$ cat config.mk
export PLATFORM = sky130hd
export DESIGN_NAME = microcode_sequencer
export DESIGN_NICKNAME = d
export VERILOG_FILES = /design/src/rtl/microcode_sequencer.sv
export SDC_FILE = /design/constraint.sdc
export NUM_CORES = 1
export LEC_CHECK = 0
export CAP_MARGIN = 20
export CORE_AREA = 2 2 39 41
export DETAILED_ROUTE_END_ITERATION = 7
export DIE_AREA = 0 0 41 43
export DONT_BUFFER_PORTS = 1
export PLACE_DENSITY = 0.68
export SLEW_MARGIN = 20
export SYNTH_ARGS = -nofsm -noshare
export SYNTH_HDL_FRONTEND = slang
export SYNTH_SLANG_ARGS = --single-unit
$ cat constraint.sdc
create_clock -name clk -period 1.5 [get_ports clk]
set_input_delay 0.225 -clock clk [delete_from_list [all_inputs] [get_ports clk]]
set_output_delay 0.225 -clock clk [all_outputs]
set_load 0.05 [all_outputs]
$ cat src/rtl/microcode_sequencer.sv
// ---------------------------------------------------------------------------
// microcode_sequencer
//
// Steps through microcode held in an external synchronous-read ROM
// (one-cycle read latency, address = {opcode, step}) and turns each ROM word
// into a one-cycle control strobe for the datapath. Each micro-step takes a
// FETCH cycle (address presented, ROM samples it on the closing edge) and an
// EXEC cycle (ROM data valid, driven out as the control word).
//
// Ports:
//   clk          - system clock, rising edge
//   rst_n        - asynchronous active-low reset
//   run_i        - advance enable; low holds the sequencer in FETCH
//   opcode_i     - opcode field from the instruction register
//   rom_addr_o   - ROM read address {opcode_i, step}
//   rom_data_i   - ROM read data, valid one clock after the address
//   ctrl_o       - control word; zero outside EXEC
//   ctrl_stb_o   - high exactly in EXEC cycles
//   step_o       - current step index
//   instr_done_o - one-cycle pulse in the EXEC that ends an instruction
//   halted_o     - machine halted (until reset)
// ---------------------------------------------------------------------------
module microcode_sequencer #(
  parameter int OPCODE_W = 4,
  parameter int STEP_W   = 4,
  parameter int CTRL_W   = 16,
  parameter int MAX_STEP = 4,
  parameter int HLT_BIT  = 15
) (
  input  logic                       clk,
  input  logic                       rst_n,
  input  logic                       run_i,
  input  logic [OPCODE_W-1:0]        opcode_i,
  output logic [OPCODE_W+STEP_W-1:0] rom_addr_o,
  input  logic [CTRL_W-1:0]          rom_data_i,
  output logic [CTRL_W-1:0]          ctrl_o,
  output logic                       ctrl_stb_o,
  output logic [STEP_W-1:0]          step_o,
  output logic                       instr_done_o,
  output logic                       halted_o
);

  typedef enum logic [1:0] {
    S_FETCH = 2'd0,
    S_EXEC  = 2'd1,
    S_HALT  = 2'd2
  } state_t;

  localparam logic [STEP_W-1:0] MAX_STEP_C = STEP_W'(MAX_STEP);

  state_t              state_q, state_d;
  logic [STEP_W-1:0]   step_q, step_d;
  logic                stb_q, stb_d;
  logic                halted_q, halted_d;
  logic                done;

  always_comb begin
    state_d = state_q;
    step_d  = step_q;
    done    = 1'b0;
    case (state_q)
      S_FETCH: begin
        if (run_i) state_d = S_EXEC;
      end
      S_EXEC: begin
        // Halt has priority over the zero-word and last-step terminations.
        if (rom_data_i[HLT_BIT]) begin
          state_d = S_HALT;
          done    = 1'b1;
        end else if (rom_data_i == '0) begin
          state_d = S_FETCH;
          step_d  = '0;
          done    = 1'b1;
        end else if (step_q == MAX_STEP_C) begin
          state_d = S_FETCH;
          step_d  = '0;
          done    = 1'b1;
        end else begin
          state_d = S_FETCH;
          step_d  = step_q + 1'b1;
        end
      end
      S_HALT: begin
        state_d = S_HALT;
      end
      default: begin
        state_d = S_FETCH;
        step_d  = '0;
      end
    endcase
    // Strobe and halt flags are registered copies of the next-state decode.
    stb_d    = (state_d == S_EXEC);
    halted_d = (state_d == S_HALT);
  end

  always_ff @(posedge clk or negedge rst_n) begin
    if (!rst_n) begin
      state_q  <= S_FETCH;
      step_q   <= '0;
      stb_q    <= 1'b0;
      halted_q <= 1'b0;
    end else begin
      state_q  <= state_d;
      step_q   <= step_d;
      stb_q    <= stb_d;
      halted_q <= halted_d;
    end
  end

  // ROM data is only meaningful in EXEC, so the control word is gated by the
  // registered strobe; reset clears the strobe and thus the word immediately.
  assign rom_addr_o   = {opcode_i, step_q};
  assign ctrl_o       = stb_q ? rom_data_i : '0;
  assign ctrl_stb_o   = stb_q;
  assign step_o       = step_q;
  assign instr_done_o = done;
  assign halted_o     = halted_q;

endmodule
==> results of run 1 <==
-- Yosys cell counts (all sizes together) --
| cell type | number |
|---|---|
| ha | 2 |
| nor4 | 4 |
| o31ai | 1 |
| a21oi | 1 |
| nand4bb | 1 |
| o311ai | 1 |
| nand2 | 3 |
| nor3b | 2 |
| nor2 | 1 |
| clkbuf | 1 |
| o22ai | 1 |
| a41oi | 1 |
| buf | 8 |
| and2 | 16 |
| dfrtp | 8 |
| o41ai | 1 |
| or3 | 2 |
| nand2b | 2 |
| and4 | 1 |
| inv | 6 |
| o21ai | 3 |
| nor3 | 1 |
| and3 | 1 |
| nand3 | 1 |
-- path summary, 6_finish.rpt --
check,cells after the start,start,endpoint
min,1,rom_data_i[15],step_o[1]
max in group asynchronous,1,rst_n,step_o[1]
min in group asynchronous,1,rst_n,step_o[2]
max reg2reg,4,step_o[0],step_o[3]
min reg2reg,1,state_q[0],ctrl_stb_o
max,6,step_o[0],instr_done_o
-- power groups by stage --
stage	Combinational (mW)	Sequential, mW	Clock (mW)
2_1_floorplan	0.873	0.616	0
3_3_place_gp	1.31	0.423	0
3_5_place_dp	1.32	0.430	0
4_1_cts	1.43	0.430	0.190
5_1_grt	1.51	0.443	0.198
6_report	1.43	0.428	0.180
-- cells in the final DEF, fill, tap and decap left out --
master         netlist  final
nor3b_1              2      2
or3_4                1      1
nand4bb_1            1      1
ha_1                 2      1
nor4_2               1      1
nor3_4               0      1
nand2_1              3      3
nand2b_1             1      1
a41oi_1              1      1
dlygate4sd3_1        0      1
and2_2               1     11
o21ai_0              3      3
a21oi_1              1      1
and4_4               1      1
or3_1                1      1
and2_1              15      5
buf_4                8     10
nand3_1              1      1
buf_12               0      6
dfrtp_1              8      6
nor2_4               0      1
and3_4               0      1
clkbuf_4             0      3
o41ai_1              1      1
o22ai_1              1      1
clkbuf_1             1      1
nand2b_2             1      1
ha_4                 0      1
o311ai_4             1      1
dfrtp_2              0      2
o31ai_2              1      1
inv_1                6      4
nor4_1               3      3
inv_2                0      2
-- registers in the layout, summed over array words and instances, names as in the netlist --
register / count
step_o: 4
halted_o: 1
state_q: 2
ctrl_stb_o: 1
-- stage by stage --
stage	hold slack [ns]	std cells	cell area, um^2	utilization
floorplan	-0.0706	69	656	-
global placement	-0.0703	90	792	0.572
detailed placement	-0.0703	90	792	0.572
CTS	0.0518	97	867	0.627
global route	0.0573	97	867	0.627
finish	0.0589	97	867	0.627
-- worst max-delay path: cells and delay by family, from the launching register on --
kind	cells	cell delay, ns
DFF	1	0.36
and+or+nand+nor	3	0.40
adders and majority gates	1	0.15
buffers and inverters	2	0.18
-- area by class of cell --
| cell class | count | area, um^2 |
|---|---|---|
| fill | 118 | 517 |
| multi-input combinational | 46 | 390 |
| inverter | 6 | 22.5 |
| timing repair buffer | 17 | 205 |
| sequential | 8 | 203 |
| tap | 16 | 20.0 |
| clock buffer | 4 | 26.3 |
-- timing repair --
| item | in CTS | in global routing |
|---|---|---|
| pin swaps | 4 | 3 |
| hold endpoints to repair | 8 | 0 |
| gates resized for setup | 6 | 0 |
| buffers inserted | 2 | 0 |
| endpoints found under the setup margin | 1 | 1 |
| hold buffers | 1 | 0 |
-- layer usage --
metal,track usage,wire length (um)
met1,0.236,533
met2,0.281,757
met3,0.0785,129
met4,0.0467,0
met5,0,0
-- cell families after synthesis --
| family | Yosys count |
|---|---|
| AND/OR/NAND/NOR | 35 |
| AO/OA/AOI/OAI | 9 |
| adder cells (fa/ha/maj) | 2 |
| buffers and inverters | 15 |
| flip-flops | 8 |
==> summary.txt, run 1 <==
Routing
  – DRC viols: 0
  – DRT antenna net count: 0
  – WL/cell: approximately 15 um
  – Drt first pass iters: 4
  – Initial drt markers: 9
  – Total number of vias: around 530
  – Post-Route WL: ~1.4 mm
  – Vias per cell: approximately 5.5

STA
  – Fmax: between 600 and 700 MHz
  – Post-route clock period utilization: 1.06
  – Relative slew slack: 0.681
  – Min Clock Period, post-route: ~1.6 ns
  – Skew final: between 0.01 and 0.015 ns
  – Setup ws final: -0.0873 ns
  – Unrepaired setup endpoints after global routing: true
  – Max Slew Vio Count: 0
  – Final setup fails: 1
  – Fin. Hold Viols: 0
  – Sum Neg Setup Slack: -0.0873 ns
  – Slew @ Worst Pin: 0.475 ns

Critical path
  – WS Path Type: reg -> out
  – Cell breakdown of the critical path: inv_2 -> ha_4 -> and3_4 -> nor3_4 -> nor2_4 -> buf_12
  – Critical Path Fanout Max: 2
  – CP endpoint kind: output port
  – Req. time, crit path: ~1.3 ns
  – Slowest CP cell: dfrtp_2
  – Arr. time, crit path: 1.36 ns
  – Critical Path Source Type: flip-flop
  – R2R Setup Slk: roughly 0.13 ns
  – Delay of the slowest critical-path stage: approximately 0.36 ns

GRT
  – All-layer global routing usage: 0.185
  – Vias in the first global route: about 500
  – Initial antenna violation count: 0
  – Largest net degree at the start of global routing: 18
  – Global-route wire length before repair: about 2.2 mm
  – Grt total ovfl: 0

Synthesis
  – Yosys warning count: 0
  – Avg Cell Area, Syn: roughly 9.1 um^2
  – Post-Syn Nets: 94
  – Syn Inst Count: 69
  – Largest area contributor in the netlist: dfrtp_1
  – Post-synthesis mux area share: 0
  – Post-Synthesis Cell Area: between 600 and 700 um^2
  – Yosys top cell area share: 0.319
  – #FFs+latches synth: 8
  – Synth cell types: 28
  – Synth Area in Compound Gates: 0.131
  – Synth Area in Adders: 0.0398
  – Top cells by area, synth: dfrtp_1 32%, and2_1 15%, buf_4 9.6%
  – Register area share after synthesis: 0.319
  – Largest family of logic cells by synthesized area: simple AND/OR/NAND/NOR gates
  – Xor/xnor share of the synthesized area: 0
  – Simple-gate area share of the yosys netlist: 0.373

Placed design
  – Hpwl dp: between 1 and 1.5 mm
  – PortBufs: 0
  – Final Wtd Congestion: ~0.8
  – Pre-CTS WS: -0.0158 ns

Power and ir drop
  – Sw frac: 0.560
  – Psw: 1.14 mW
  – IR drop worst, VDD: 0.000940 V
  – Pint: 896 uW
  – Seq pwr share: 0.210
  – Final Power: 2.04 mW
  – Logic gate share of total power: 0.701
  – P_leak: 0.365 nW
  – Power Density: 2350 mW/mm^2
  – Clk pwr share: 0.088

Floorplanning
  – # rows: 14
  – Total die area: roughly 0.0018 mm^2
  – Core area: roughly 0.0014 mm^2
  – Starting Density: 0.454
  – DIE WIDTH: 41 um
  – Chip Height: around 43 um
  – # IOs: 54

Run
  – Max-cap viol count: 0

Finish
  – Synth-to-layout area growth: 38.0%
  – Final #Nets: about 110
  – Share of layout cells above drive strength 1: 0.543
  – N_diodes: 0

Min path
  – Min-Delay Path Class: in -> reg

Clock tree
  – CTS tree: built
  – Worst-path clk slew: 0.06 ns
  – Clk root buf: clkbuf_4
  – CTS max path bufs: 2
  – Total CTS buffers: 3
  – TritonCTS Sinks: 8
  – Insertion delay to the later sink of the worst-skew pair: approximately 0.26 ns
  – H-Tree Depth: 1

Run status
  – Violations in the final reports: negative setup slack
  – Status: complete, but fails checks
No activity file was read; power rests on OpenSTA's default activity.
==> run 2: changes to the inputs <==
==> constraint.sdc (replaced) <==
create_clock -name clk -period 1.5 [get_ports clk]
set_input_delay 0.3 -clock clk [delete_from_list [all_inputs] [get_ports clk]]
set_output_delay 0.3 -clock clk [all_outputs]
set_load 0.05 [all_outputs]
==> run 2 against run 1 <==
Highest routed layer is now met4. The flow still finishes with violations (negative setup slack). Global-route usage fell by 1.1 points. Sequential share of layout area about the same. Sequential cell count stayed put.
==> summary.txt, run 2 (same netlist as run 1, synthesis figures left out) <==
STA
  – Fmax: around 600 MHz
  – Fin. Hold Viols: 0
  – Relative slew slack: 0.714
  – Post-route clock period utilization: 1.11
  – Slew @ Worst Pin: ~0.42 ns
  – Final setup fails: 1
  – Unrepaired setup endpoints after global routing: true
  – Min Clock Period, post-route: 1.66 ns
  – Setup ws final: -0.159 ns
  – Max Slew Vio Count: 0
  – Skew final: 0.0111 ns

Critical path
  – Delay of the slowest critical-path stage: approximately 0.36 ns
  – WS Path Type: reg -> out
  – Start of the worst register-to-register path: step_o[2]
  – Cell breakdown of the critical path: inv_2 -> ha_4 -> and3_4 -> nor3_4 -> nor2_4 -> buf_12
  – Crit. Startpoint: step_o[1]
  – Slowest CP cell: dfrtp_2
  – Critical Path Fanout Max: 2
  – Req. time, crit path: between 1 and 1.5 ns
  – Arr. time, crit path: between 1 and 1.5 ns
  – Critical Path Source Type: flip-flop
  – CP endpoint kind: output port

Floorplanning
  – # IOs: 54
  – DIE WIDTH: ~41 um
  – Starting Density: 0.454
  – # rows: 14
  – Total die area: about 0.0018 mm^2
  – Chip Height: 43 um
  – Core area: roughly 0.0014 mm^2

Routing
  – DRC viols: 0
  – Total number of vias: ~530
  – Met2 WL post-DR: around 700 um
  – Drt first pass iters: 4
  – WL/cell: 13.5 um
  – Post-Route WL: around 1.3 mm
  – Highest metal used: met4
  – DRT antenna net count: 0
  – Initial drt markers: 6
  – Met3 wire len: about 130 um
  – Met1 Routed Length: between 400 and 500 um
  – Vias per cell: roughly 5.4

GRT
  – Vias in the first global route: between 400 and 500
  – All-layer global routing usage: 0.174
  – Grt total ovfl: 0
  – Global-route wire length before repair: 2.06 mm
  – Initial antenna violation count: 0
  – Largest net degree at the start of global routing: 18

Run status
  – Violations in the final reports: negative setup slack
  – Status: complete, but fails checks

Clock tree
  – H-Tree Depth: 1
  – Worst-path clk slew: around 0.060 ns
  – CTS max path bufs: 2
  – CTS tree: built
  – TritonCTS Sinks: 8
  – Insertion delay to the later sink of the worst-skew pair: roughly 0.26 ns
  – Clk root buf: clkbuf_4
  – Total CTS buffers: 3

Placed design
  – Hpwl dp: approximately 1.1 mm
  – Final Wtd Congestion: about 0.70
  – Pre-CTS WS: -0.101 ns
  – PortBufs: 0

Power and ir drop
  – Final Power: ~2.0 mW
  – Power Density: 2260 mW/mm^2
  – IR drop worst, VDD: ~0.0011 V
  – P_leak: between 0.3 and 0.4 nW

Finish
  – Share of layout cells above drive strength 1: 0.573
  – Fillers: roughly 120
  – Synth-to-layout area growth: 39.6%
  – N_diodes: 0
  – Most frequent cells in the layout: 11 x and2_2, 11 x buf_4, 6 x buf_12
  – Final #Nets: around 110
  – Largest register FFs: 4

Min path
  – Min-Delay Path Class: in -> reg
  – Worst Hold Launch: rom_data_i[15]

Run
  – Max-cap viol count: 0
## run 2: cell types whose count changed in the layout (fill, tap and decap cells not counted), sizes merged
cell  previous run  this run
buf             16        17
## run 2: cell type report
type | instances | area [um^2] | area share
inverter | 6 | 22.5 | 0.0257
timing repair buffer | 18 | 213 | 0.243
multi-input combinational | 46 | 390 | 0.445
tap | 16 | 20.0 | 0.0228
clock buffer | 4 | 26.3 | 0.0300
sequential | 8 | 205 | 0.234
## run 2: path summary, 6_finish.rpt
path	endpoint	slack (ns)	depth (start not counted)
hold reg to reg	ctrl_stb_o	0.51	1
setup / recovery	instr_done_o	-0.16	6
setup reg to reg	step_o[3]	0.11	4
hold / removal	step_o[1]	0.13	1
max in group asynchronous	ctrl_stb_o	0.81	1
min in group asynchronous	step_o[3]	0.39	1
## run 2: power by group
part,switching [mW],internal [mW]
Clock,0.0729,0.102
Sequential,0.118,0.306
Combinational,0.925,0.458
## run 2: stage by stage
stage / util / area, um^2 / instances / setup TNS [ns] / hold WS [ns]
after floorplan: - / 682 / 69 / -0.0822 / 0.00441
after global placement: 0.602 / 833 / 92 / -0.0768 / 0.00463
after detailed placement: 0.602 / 833 / 92 / -0.101 / 0.00464
after CTS: 0.634 / 877 / 98 / -0.178 / 0.119
after global routing: 0.634 / 877 / 98 / -0.233 / 0.110
final: 0.634 / 877 / 98 / -0.159 / 0.128
## run 2: metal layers
| metal | GRT usage | vias to the layer above |
|---|---|---|
| li1 | - | 257 |
| met1 | 0.203 | 252 |
| met2 | 0.275 | 18 |
| met3 | 0.0890 | 2 |
| met4 | 0.0400 | 0 |
| met5 | 0 | - |
## run 2: what timing repair did
item | CTS | global route
buffers inserted | 1 | 0
setup endpoints to repair | 1 | 1
pin swaps | 3 | 0
gates resized for setup | 0 | 0
hold endpoints to repair | 8 | 0
gates cloned | 0 | 0
hold buffers | 1 | 0
## run 2: worst max-delay path, delay by kind of cell, from the launching register on
kind                     cells  cell delay (ns)
adder cells (fa/ha/maj)      1             0.15
buffers and inverters        2             0.18
flip-flops                   1             0.36
AND/OR/NAND/NOR              3             0.40
==> run 3: changes to the inputs <==
Settings changed: CELL_PAD_IN_SITES_DETAIL_PLACEMENT from default to 1, CELL_PAD_IN_SITES_GLOBAL_PLACEMENT from default to 1, CORE_AREA 2 2 39 41 to default, CORE_UTILIZATION from default to 39, DIE_AREA 0 0 41 43 to default, PLACE_DENSITY 0.68 to 0.8.
==> run 3 against run 2 <==
The run still ends with negative setup slack left. Sequential share of layout area rose by 0.10 points. Routed wire length grew 28%. Fmax fell by 1.2%. Non-clock buffer count down 1. Via count down 0.38%. Clock power increased by 5%. Worst setup slack worse by 0.019 ns. Clock-buffer cell count did not move. First-iteration DRC count is 100% lower. Combinational power is 4% higher.
==> summary.txt, run 3 (same netlist as run 1, synthesis figures left out) <==
Power and ir drop
  – Psw: roughly 1.2 mW
  – Pint: 886 uW
  – Seq pwr share: 0.211
  – Logic gate share of total power: 0.699
  – IR drop worst, VDD: 0.00103 V
  – Final Power: around 2 mW
  – Power Density: about 2300 mW/mm^2
  – Clk pwr share: 0.089
  – P_leak: 0.365 nW
  – Sw frac: 0.567

Clock tree
  – H-Tree Depth: 1
  – Worst-path clk slew: approximately 0.060 ns
  – Clk root buf: clkbuf_4
  – CTS tree: built
  – TritonCTS Sinks: 8
  – Total CTS buffers: 3
  – CTS max path bufs: 2
  – Insertion delay to the later sink of the worst-skew pair: about 0.27 ns

Finish
  – Most common cell after layout, fill and taps aside: and2_2
  – Final Util: 0.580
  – Area of the multi-input gates: 390 um^2
  – Final #Nets: roughly 110
  – Synth-to-layout area growth: 39.0%
  – Fillers: around 180
  – FF+latch area: around 210 um^2
  – Largest register FFs: 4
  – N_diodes: 0
  – Share of layout cells above drive strength 1: 0.568
  – Most frequent cells in the layout: 11 x and2_2, 9 x buf_4, 6 x buf_12

Placed design
  – PortBufs: 0
  – Hpwl dp: 1.38 mm
  – Final Wtd Congestion: between 0.7 and 0.8

STA
  – Skew final: 0.0143 ns
  – Unrepaired setup endpoints after global routing: true
  – Final setup fails: 1
  – Slew @ Worst Pin: ~0.45 ns
  – Max Slew Vio Count: 0
  – Min Hold Slack: about 0.12 ns
  – Min Clock Period, post-route: ~1.7 ns
  – Post-route clock period utilization: 1.12
  – Setup ws final: -0.178 ns
  – Fin. Hold Viols: 0
  – Relative slew slack: 0.697
  – Fmax: approximately 600 MHz

Floorplanning
  – # rows: 14
  – Starting Density: 0.417
  – Total die area: ~0.0018 mm^2
  – # IOs: 54
  – Chip Height: 42.1 um
  – Core area: 0.00151 mm^2
  – DIE WIDTH: roughly 42 um

Critical path
  – Critical Path Fanout Max: 2
  – Reg2reg path depth: 4
  – Critical Path Source Type: flip-flop
  – Arr. time, crit path: 1.38 ns
  – Start of the worst register-to-register path: step_o[0]
  – WS Path Type: reg -> out
  – CP endpoint kind: output port
  – RR Endpoint: step_o[3]
  – R2R Setup Slk: between 0.1 and 0.15 ns
  – Req. time, crit path: roughly 1.2 ns

Routing
  – Post-Route WL: roughly 1.7 mm
  – DRT antenna net count: 0
  – Total number of vias: around 530
  – DRC viols: 0
  – Drt first pass iters: 1
  – Vias per cell: 5.43
  – WL/cell: 17.5 um
  – Initial drt markers: 0

Min path
  – Min-Delay Path Class: in -> reg
  – Hold Path Stages: 1
  – Hold EP: step_o[1]
  – Worst Hold Launch: rom_data_i[15]

GRT
  – Initial antenna violation count: 0
  – Global-route wire length before repair: approximately 2.6 mm
  – Grt total ovfl: 0
  – All-layer global routing usage: 0.202
  – Vias in the first global route: 525
  – Largest net degree at the start of global routing: 18

Run status
  – Violations in the final reports: negative setup slack
  – Status: complete, but fails checks

Run
  – Max-cap viol count: 0
==> run 3: changes by cell type in the layout (fill, tap and decap cells not counted), sizes merged <==
cell	previous run	this run
buf	17	16
==> run 3: final cells by class <==
class	count	area share
multi-input cells	46	0.447
inverters	6	0.0258
well taps	16	0.0229
repair buffers	17	0.239
clock buffers	4	0.0301
flip-flops and latches	8	0.235
==> run 3: worst max path at each step <==
stage | start | end
6_report | step_o[0] | instr_done_o
5_1_grt | step_o[0] | instr_done_o
4_1_cts | step_o[1] | instr_done_o
3_5_place_dp | rom_data_i[11] | instr_done_o
3_3_place_gp | rom_data_i[0] | instr_done_o
2_1_floorplan | step_o[0] | instr_done_o
==> run 3: worst max-delay path, stage by stage (launching register included) <==
cell and delay, ns:
dfrtp_2 0.36, inv_2 0.04, ha_4 0.14, and3_4 0.16, nor3_4 0.20, nor2_4 0.05
buf_12 0.14
==> run 3: timing repair <==
item,in CTS,in global routing
hold endpoints to repair,8,0
hold buffers,1,0
pin swaps,3,0
endpoints found under the setup margin,1,2
resized for setup,0,1
setup buffers,2,0
cloned,0,0
==> run 3: power by group through the flow <==
stage / combinational (mW) / clock (mW) / sequential, mW
2_1_floorplan: 0.926 / 0 / 0.624
4_1_cts: 1.43 / 0.189 / 0.434
3_3_place_gp: 1.36 / 0 / 0.426
6_report: 1.43 / 0.183 / 0.433
5_1_grt: 1.50 / 0.204 / 0.447
3_5_place_dp: 1.38 / 0 / 0.437
==> run 3: routing by layer <==
layer / global-route usage / routed length [um] / vias to the layer above
met3: 0.0991 / 123 / 4
li1: - / - / 254
met1: 0.226 / 606 / 249
met5: 0 / 0 / -
met2: 0.344 / 929 / 20
met4: 0.0500 / 42 / 0
==> run 3: through the flow <==
step / worst slack, ns / TNS, ns / std cells / area [um^2]
after floorplan: -0.0822 / -0.0822 / 69 / 682
after global placement: -0.0810 / -0.0810 / 90 / 818
after detailed placement: -0.0881 / -0.0881 / 90 / 818
after CTS: -0.189 / -0.189 / 97 / 870
after global routing: -0.243 / -0.243 / 97 / 873
final: -0.178 / -0.178 / 97 / 873
